[config.mk]
export PLATFORM = sky130hd
export DESIGN_NAME = reset_sequencer
export DESIGN_NICKNAME = d
export VERILOG_FILES = /design/src/rtl/reset_sequencer.sv
export SDC_FILE = /design/constraint.sdc
export NUM_CORES = 1
export LEC_CHECK = 0
export CELL_PAD_IN_SITES_DETAIL_PLACEMENT = 0
export CELL_PAD_IN_SITES_GLOBAL_PLACEMENT = 1
export CORE_MARGIN = 5
export CORE_UTILIZATION = 30
export CTS_CLUSTER_SIZE = 28
export DETAILED_ROUTE_END_ITERATION = 8
export GPL_TIMING_DRIVEN = 0
export MAX_ROUTING_LAYER = met4
export PLACE_DENSITY = 0.65
export SLEW_MARGIN = 5
export SYNTH_ARGS = -nofsm -noshare
export SYNTH_HDL_FRONTEND = slang
export SYNTH_SLANG_ARGS = --single-unit
[constraint.sdc]
create_clock -name clk -period 2.5 [get_ports clk]
set_clock_uncertainty 0.2 [all_clocks]
set_input_delay 0.25 -clock clk [delete_from_list [all_inputs] [get_ports clk]]
set_output_delay 0.25 -clock clk [all_outputs]
set_load 0.005 [all_outputs]
[src/rtl/reset_sequencer.sv]
`timescale 1ns/1ps
`default_nettype none
// ============================================================================
//  Module   : reset_sequencer
//  Purpose  : Filters MMCM lock, releases ordered active-low resets, tracks
//             lock loss. Optional LOCK_LOSS_COUNTER_EN adds lock_loss_count.
//  Revision : 1.0 - initial release
// ============================================================================
module reset_sequencer #(
    parameter int NUM_STAGES         = 3,
    parameter int LOCK_FILTER_CYCLES = 1024,
    parameter int STAGE_DELAY_CYCLES = 256,
    parameter int SYNC_STAGES        = 2
) (
    input  logic                  clk,
    input  logic                  rst_n,
    input  logic                  pll_lock,
    input  logic                  sw_reset_req,
    input  logic                  clear_sticky,
    output logic [NUM_STAGES-1:0] stage_rst_n,
    output logic                  all_up,
    output logic                  lock_lost_sticky,
    output logic [2:0]            fsm_state
`ifdef LOCK_LOSS_COUNTER_EN
    ,
    output logic [15:0]           lock_loss_count
`endif
);

    localparam int c_FILT_W = $clog2(LOCK_FILTER_CYCLES + 1);
    localparam int c_DLY_W  = $clog2(STAGE_DELAY_CYCLES + 1);
    localparam int c_IDX_W  = $clog2(NUM_STAGES + 1);

    localparam logic [c_FILT_W-1:0]   c_FILT_LAST   = c_FILT_W'(LOCK_FILTER_CYCLES - 1);
    localparam logic [c_FILT_W-1:0]   c_FILT_MAX    = c_FILT_W'(LOCK_FILTER_CYCLES);
    localparam logic [c_DLY_W-1:0]    c_DLY_LAST    = c_DLY_W'(STAGE_DELAY_CYCLES - 1);
    localparam logic [c_DLY_W-1:0]    c_DLY_MAX     = c_DLY_W'(STAGE_DELAY_CYCLES);
    localparam logic [c_IDX_W-1:0]    c_IDX_LAST    = c_IDX_W'(NUM_STAGES - 1);
    localparam logic [NUM_STAGES-1:0] c_STAGE_FIRST = NUM_STAGES'(1);

    localparam logic [2:0] c_IDLE    = 3'd0;
    localparam logic [2:0] c_FILTER  = 3'd1;
    localparam logic [2:0] c_RELEASE = 3'd2;
    localparam logic [2:0] c_RUN     = 3'd3;

    logic [SYNC_STAGES-1:0] r_sync;
    logic [2:0]             r_state;
    logic [c_FILT_W-1:0]    r_filt_cnt;
    logic [c_DLY_W-1:0]     r_dly_cnt;
    logic [c_IDX_W-1:0]     r_idx;
    logic [NUM_STAGES-1:0]  r_stage_rst_n;
    logic                   r_all_up;
    logic                   r_sticky;

    logic                   w_lock_s;
    logic [2:0]             w_state_nxt;
    logic [c_FILT_W-1:0]    w_filt_nxt;
    logic [c_DLY_W-1:0]     w_dly_nxt;
    logic [c_IDX_W-1:0]     w_idx_nxt;
    logic [c_IDX_W-1:0]     w_idx_inc;
    logic [NUM_STAGES-1:0]  w_stage_nxt;
    logic                   w_all_up_nxt;
    logic                   w_loss_evt;

    assign w_lock_s  = r_sync[SYNC_STAGES-1];
    assign w_idx_inc = r_idx + c_IDX_W'(1);

    always_comb begin
        w_state_nxt  = r_state;
        w_filt_nxt   = r_filt_cnt;
        w_dly_nxt    = r_dly_cnt;
        w_idx_nxt    = r_idx;
        w_stage_nxt  = r_stage_rst_n;
        w_all_up_nxt = 1'b0;
        w_loss_evt   = 1'b0;
        case (r_state)
            c_IDLE: begin
                w_filt_nxt  = '0;
                w_dly_nxt   = '0;
                w_idx_nxt   = '0;
                w_stage_nxt = '0;
                if (w_lock_s) w_state_nxt = c_FILTER;
            end
            c_FILTER: begin
                w_dly_nxt   = '0;
                w_idx_nxt   = '0;
                w_stage_nxt = '0;
                if (!w_lock_s) begin
                    w_state_nxt = c_IDLE;
                    w_filt_nxt  = '0;
                end else if (r_filt_cnt == c_FILT_LAST) begin
                    // A single-stage build has nothing left to sequence after bit 0.
                    w_state_nxt = (NUM_STAGES == 1) ? c_RUN : c_RELEASE;
                    w_filt_nxt  = '0;
                    w_stage_nxt = c_STAGE_FIRST;
                end else if (r_filt_cnt != c_FILT_MAX) begin
                    w_filt_nxt = r_filt_cnt + c_FILT_W'(1);
                end
            end
            c_RELEASE, c_RUN: begin
                if (!w_lock_s) begin
                    w_state_nxt = c_IDLE;
                    w_loss_evt  = 1'b1;
                    w_filt_nxt  = '0;
                    w_dly_nxt   = '0;
                    w_idx_nxt   = '0;
                    w_stage_nxt = '0;
                end else if (sw_reset_req) begin
                    w_state_nxt = c_FILTER;
                    w_filt_nxt  = '0;
                    w_dly_nxt   = '0;
                    w_idx_nxt   = '0;
                    w_stage_nxt = '0;
                end else if (r_state == c_RUN) begin
                    w_all_up_nxt = 1'b1;
                end else if (r_dly_cnt == c_DLY_LAST) begin
                    w_dly_nxt   = '0;
                    w_idx_nxt   = w_idx_inc;
                    w_stage_nxt = r_stage_rst_n | (c_STAGE_FIRST << w_idx_inc);
                    if (w_idx_inc == c_IDX_LAST) w_state_nxt = c_RUN;
                end else if (r_dly_cnt != c_DLY_MAX) begin
                    w_dly_nxt = r_dly_cnt + c_DLY_W'(1);
                end
            end
            default: begin
                w_state_nxt = c_IDLE;
                w_filt_nxt  = '0;
                w_dly_nxt   = '0;
                w_idx_nxt   = '0;
                w_stage_nxt = '0;
            end
        endcase
    end

    always_ff @(posedge clk) begin
        if (!rst_n) begin
            r_sync        <= '0;
            r_state       <= c_IDLE;
            r_filt_cnt    <= '0;
            r_dly_cnt     <= '0;
            r_idx         <= '0;
            r_stage_rst_n <= '0;
            r_all_up      <= 1'b0;
            r_sticky      <= 1'b0;
        end else begin
            r_sync        <= {r_sync[SYNC_STAGES-2:0], pll_lock};
            r_state       <= w_state_nxt;
            r_filt_cnt    <= w_filt_nxt;
            r_dly_cnt     <= w_dly_nxt;
            r_idx         <= w_idx_nxt;
            r_stage_rst_n <= w_stage_nxt;
            r_all_up      <= w_all_up_nxt;
            // A loss event coinciding with a clear must not be lost.
            if (w_loss_evt)        r_sticky <= 1'b1;
            else if (clear_sticky) r_sticky <= 1'b0;
        end
    end

`ifdef LOCK_LOSS_COUNTER_EN
    logic [15:0] r_loss_cnt;

    always_ff @(posedge clk) begin
        if (!rst_n) begin
            r_loss_cnt <= '0;
        end else if (w_loss_evt) begin
            if (clear_sticky)              r_loss_cnt <= 16'd1;
            else if (r_loss_cnt != 16'hFFFF) r_loss_cnt <= r_loss_cnt + 16'd1;
        end else if (clear_sticky) begin
            r_loss_cnt <= '0;
        end
    end

    assign lock_loss_count = r_loss_cnt;
`endif

    assign stage_rst_n      = r_stage_rst_n;
    assign all_up           = r_all_up;
    assign lock_lost_sticky = r_sticky;
    assign fsm_state        = r_state;

endmodule
`default_nettype wire

==> flow_summary.yaml, run 1 <==
global_route:
  grt.total_usage: 0.1085
  grt_first_pass_wirelength_um: 6058
  first_global_vias: 1278
  grt_overflow: 0
  antenna_found_initial: 0
  grt_max_degree: 11
run:
  maxCapViolations: 0
layout:
  instances_no_fill: 265
  nets: 207
  area_growth_pct: 17.87
  multi_input_area_um2: 897.1
  fillCellCount: 574
  utilization: 0.3661
  drive_above_1_share: 0.1077
  n_antenna_cell: 0
  seqCellArea_um2: 620.6
sta:
  fin_setup_tns_ns: 0
  rsz0062_at_grt: "no"
  finalCritPeriodShare: 0.8250
  setup_viol: 0
  finalMaxSlewViolations: 0
  final.min_clock_period_ns: 2.063
  hold_slack_ns: 0.2329
  fmax_mhz: 484.8
  hold_violations: 0
  slew_headroom: 0.6532
  worstMarginPinSlew_ns: 0.5202
yosys:
  ys_warn_count: 0
  yosysTopAreaCellShare: 0.3887
  synthCells: 177
  netlist_area_mm2: 0.001597
  synth_area_leader_cell: "dfxtp_1"
  ys_top_cells_by_count: "31 x dfxtp_1, 18 x nor2_1, 10 x inv_1"
  synth_nets: 189
  async_reset_ff_frac: 0
  synth_edf_count: 0
  synth.most_common_cell: "dfxtp_1"
  yosysSeqAreaShare: 0.3887
  syn_avg_cell_area_um2: 9.020
  ys_top_cells_by_area: "dfxtp_1 39%, ha_1 5.5%, xnor2_1 4.9%"
  yosysUniqueCellTypes: 50
  synth_ff_type: "dfxtp_1"
  ys_ff_latch: 31
critical_path:
  cpPeakStageDelay_ns: 0.46
  worstReg2RegEnd: "fsm_state[0]"
  cp_num_buf_inv: 1
  critPathMaxFanout: 7
  r2r-start: "r_filt_cnt[0]"
  arrival_ns: 2.02
  crit_required_ns: 2.46
  crit_type: "flop to flop"
  cp_cell_sequence: "ha_1 -> nand3_1 -> o31ai_2 -> and2_1 -> buf_4 -> o21ai_0"
  reg2reg_depth: 6
  crit_path_start_kind: "flop"
  path_delay_family: "compound AO/OA/AOI/OAI gates"
  cp-end-kind: "flop"
  critPathSlowestCell: "o31ai_2"
  rrSetupSlack_ns: 0.44
placement:
  io_buffers: 11
  placed_cells: 258
  place_hpwl_um: 2420
  place_congestion: 0.7471
die:
  io_pins: 13
  die_area_mm2: 0.006881
  start_util: 0.3106
  core_area_mm2: 0.005140
  row_count: 26
  dieWidth_um: 82.95
  die_h_um: 82.95
clocking:
  root_buffer: "clkbuf_8"
  postCtsSetupBuffers: 0
  numCtsBuffers: 5
  clkTransAtPathRegs_ns: 0.06
  clkLatencyLatePin_ns: 0.28
  cts-hold-fix-buffers: 0
  tritoncts: "yes"
  clockBufferDepth: 2
  ctsResizeCount: 0
  htree_levels: 2
  cts_num_sinks: 31
power:
  p_leak_uw: 0.0006149
  vdd.ir_drop.worst_v: 0.0002173
  power_density_mw_per_mm2: 485.4
routing:
  num_vias: 1250
  met3_length_um: 87
  routed.top_layer: "met4"
  firstDrtPassIters: 4
  drt-vias-per-instance: 4.717
  route.detailed.drc: 0
  drtIter0Drc: 61
  postRouteAntennaNets: 0
  routed_wl_um: 3326
  avgRoutedWirePerCell_um: 12.55
  route.met2.wl_um: 1475
  wl_met1_um: 1705
worst_hold_path:
  timing.hold.worst.start: "r_sync[0]"
  hold_end: "r_sync[1]"
  hold_depth: 1
  hold_path.class: "flop to flop"
status:
  status: "completed"
==> cells in the final DEF (no fill, tap or decap), drive strengths merged, types with 2 or more instances in the layout <==
cell / Yosys / layout
dfxtp: 31 / 31
nor2: 18 / 18
clkdlybuf4s50: 0 / 11
inv: 10 / 10
clkbuf: 4 / 10
xnor2: 9 / 9
nand2: 9 / 9
a21oi: 8 / 8
nand3: 7 / 7
ha: 7 / 7
and2: 5 / 5
nor4: 5 / 5
nand4: 5 / 5
o21ai: 4 / 4
nor3: 4 / 4
nand2b: 4 / 4
buf: 4 / 4
nand3b: 3 / 3
and3: 3 / 3
o211ai: 3 / 3
o21a: 3 / 3
xor2: 3 / 3
nor2b: 2 / 2
and3b: 2 / 2
or3: 2 / 2
or4b: 2 / 2
o311ai: 2 / 2
o41ai: 2 / 2
==> area by class of cell <==
cell class / count / share of cell area
inverter: 10 / 0.01995
tap: 70 / 0.04654
buffer: 8 / 0.02194
clock inverter: 1 / 0.002660
sequential: 31 / 0.3298
multi-input combinational: 128 / 0.4767
clock buffer: 6 / 0.04388
timing repair buffer: 11 / 0.05851
==> through the flow <==
step	setup slack (ns)	cell area, um^2	power [uW]
6_report	0.4374	1882	913.4
5_1_grt	0.2678	1882	954.5
4_1_cts	0.4163	1882	927.8
3_5_place_dp	0.3314	1794	526.3
3_3_place_gp	0.3310	1794	526.2
2_1_floorplan	0.7365	1597	515.7
==> flip-flops by register name, indices dropped and copies added, names as in the netlist <==
name              count
fsm_state             2
lock_lost_sticky      1
r_filt_cnt           11
stage_rst_n           3
r_dly_cnt             9
all_up                1
r_idx                 2
r_sync                2
==> cell families after synthesis <==
group / synth area share
AND/OR/NAND/NOR: 0.2915
flip-flops: 0.3887
AO/OA/AOI/OAI: 0.1411
buffers and inverters: 0.04937
XOR/XNOR: 0.06584
adder cells (fa/ha/maj): 0.05486
other: 0.002349
multiplexers: 0.006270
==> power by group <==
part           total, uW  switching (uW)  internal, uW
sequential           498            2.66           496
clock                398             183           216
combinational       16.6            6.20          10.4
==> how the worst max path moves through the flow <==
stage,from,endpoint,slack (ns),cells after the start
finish,r_filt_cnt[0],fsm_state[0],0.44,6
CTS,r_filt_cnt[0],fsm_state[0],0.42,6
floorplan,r_dly_cnt[0],stage_rst_n[0],0.74,5
detailed placement,rst_n,r_filt_cnt[7],0.33,6
global placement,rst_n,r_filt_cnt[7],0.33,6
global route,r_dly_cnt[0],stage_rst_n[2],0.27,5
==> layer usage <==
layer,track usage,vias up
li1,-,659
met1,0.1371,570
met2,0.1633,17
met3,0.02673,4
met4,0.04903,0
met5,-,-
Power figures use the tool's default switching activity.
==> run 2, diff against run 1 <==
- PLACE_DENSITY: 0.65 -> 0.67
- clock period: 2.5 -> 1.7 ns (I/O delays scaled with it)
==> run 2 against run 1 <==
  * Die area unchanged
  * Clock-buffer cell count grew 2
  * The flow now finishes with violations (setup timing)
  * Core utilization grew 6.3 points
  * Via count grew 7.3%
  * Total power is 53% higher
  * Sequential power increased by 46%
  * Combinational power increased by 51%
  * Critical path type unchanged
  * Clock power rose by 62%
  * Critical endpoint is now r_dly_cnt[1]
  * Global-route usage rose by 0.50 points
  * Highest routed layer unchanged
  * Flip-flop and latch count is the same
  * Worst hold slack gained 0.0096 ns
==> flow_summary.yaml, run 2 (synthesis gave the netlist of run 1 again) <==
routing:
  drtIter0Drc: 62
  firstDrtPassIters: 4
  route.met2.wl_um: 1673
  met3_length_um: 113
  routed_wl_um: 3668
  postRouteAntennaNets: 0
  routed.top_layer: "met4"
  route.detailed.drc: 0
  num_vias: 1341
  wl_met1_um: 1786
  avgRoutedWirePerCell_um: 13.15
  drt-vias-per-instance: 4.806
global_route:
  grt_first_pass_wirelength_um: 6306
  first_global_vias: 1375
  antenna_found_initial: 0
  grt_overflow: 0
  grt_max_degree: 11
  grt.total_usage: 0.1135
critical_path:
  reg2reg_depth: 4
  arrival_ns: 1.76
  cp-startpoint: "r_dly_cnt[2]"
  cp_num_buf_inv: 0
  rrSetupSlack_ns: -0.04
  cp_cell_sequence: "or4b_4 -> o21a_4 -> nand2b_4 -> a21oi_2"
  critPathSlowestCell: "or4b_4"
  crit_required_ns: 1.71
  critPathMaxFanout: 5
  cp-end-kind: "flop"
  cpPeakStageDelay_ns: 0.58
  path_depth: 4
  crit_path_start_kind: "flop"
  worstSetupEndpoint: "r_dly_cnt[1]"
  r2r-start: "r_dly_cnt[2]"
  path_delay_family: "simple AND/OR/NAND/NOR gates"
  crit_type: "flop to flop"
  worstReg2RegEnd: "r_dly_cnt[1]"
sta:
  final.min_clock_period_ns: 1.745
  rsz0062_at_grt: "yes"
  hold_violations: 0
  fmax_mhz: 573.2
  finalCritPeriodShare: 1.026
  finalMaxSlewViolations: 0
  worst_slack_ns: -0.04460
  setup_viol: 2
clocking:
  tritoncts: "yes"
  root_buffer: "clkbuf_8"
  cts_num_sinks: 31
  clkTransAtPathRegs_ns: 0.07
  cts-hold-fix-buffers: 0
  clockBufferDepth: 2
  htree_levels: 2
  clkLatencyLatePin_ns: 0.28
  numCtsBuffers: 5
power:
  power_density_mw_per_mm2: 635.4
  vdd.ir_drop.worst_v: 0.0005028
  p_leak_uw: 0.0007387
layout:
  layout_common_cells: "20 x dfxtp_1, 18 x nor2_1, 14 x buf_4"
  largest_register_ffs: 11
  drive_above_1_share: 0.3349
  area_growth_pct: 38.01
  utilization: 0.4287
  n_antenna_cell: 0
  final_common_cell: "dfxtp_1"
  instances_no_fill: 279
  nets: 220
  top_register: "r_filt_cnt"
run:
  maxCapViolations: 0
worst_hold_path:
  hold_path.class: "flop to flop"
placement:
  io_buffers: 11
  place_hpwl_um: 2349
  placed_cells: 258
  place_congestion: 0.7630
die:
  die_h_um: 82.95
  dieWidth_um: 82.95
  row_count: 26
  die_area_mm2: 0.006881
  start_util: 0.3106
  core_area_mm2: 0.005140
  io_pins: 13
status:
  violations: "setup timing"
  status: "finished, violations left"
==> run 2: what timing repair did <==
| item | CTS | global route |
|---|---|---|
| setup buffers | 11 | 3 |
| resized for setup | 35 | 17 |
| setup endpoints to repair | 25 | 25 |
| pin swaps | 7 | 6 |
==> run 2: per-layer routing <==
metal	vias to the layer above	GRT usage
li1	688	-
met1	617	0.1385
met2	28	0.1757
met3	8	0.02376
met4	0	0.05944
met5	-	-
==> run 2: how the worst min path moves through the flow <==
stage                     slack, ns         to      start  cells past startpoint
after floorplan                 0.1  r_sync[0]   pll_lock                      1
after global placement         0.21  r_sync[1]  r_sync[0]                      1
after detailed placement       0.24  r_sync[1]  r_sync[0]                      1
after CTS                      0.25  r_sync[1]  r_sync[0]                      1
after global routing           0.25  r_sync[0]   pll_lock                      2
final                          0.24  r_sync[1]  r_sync[0]                      1
==> run 2: through the flow <==
step	hold slack, ns	total power, uW	setup WS (ns)	TNS [ns]	instance area [um^2]
floorplan	0.09729	758.4	0.009502	0	1617
global route	0.2531	1456	-0.08594	-0.6949	2203
finish	0.2425	1400	-0.04460	-0.05948	2203
CTS	0.2484	1418	-0.06080	-0.09364	2116
detailed placement	0.2353	773.5	-0.3736	-5.538	1814
global placement	0.2142	773.6	-0.3706	-5.616	1814
==> run 2: power by group <==
group	total [uW]	switching [uW]	internal, uW
Combinational	25.1	9.15	16.0
Clock	646	277	369
Sequential	729	4.19	725
==> run 2: cell type report <==
class,instances,area (um^2)
multi-input combinational,128,1062
fill,534,2937
tap,70,87.58
timing repair buffer,25,219.0
buffer,7,52.55
clock buffer,8,100.1
inverter,10,40.04
sequential,31,641.9
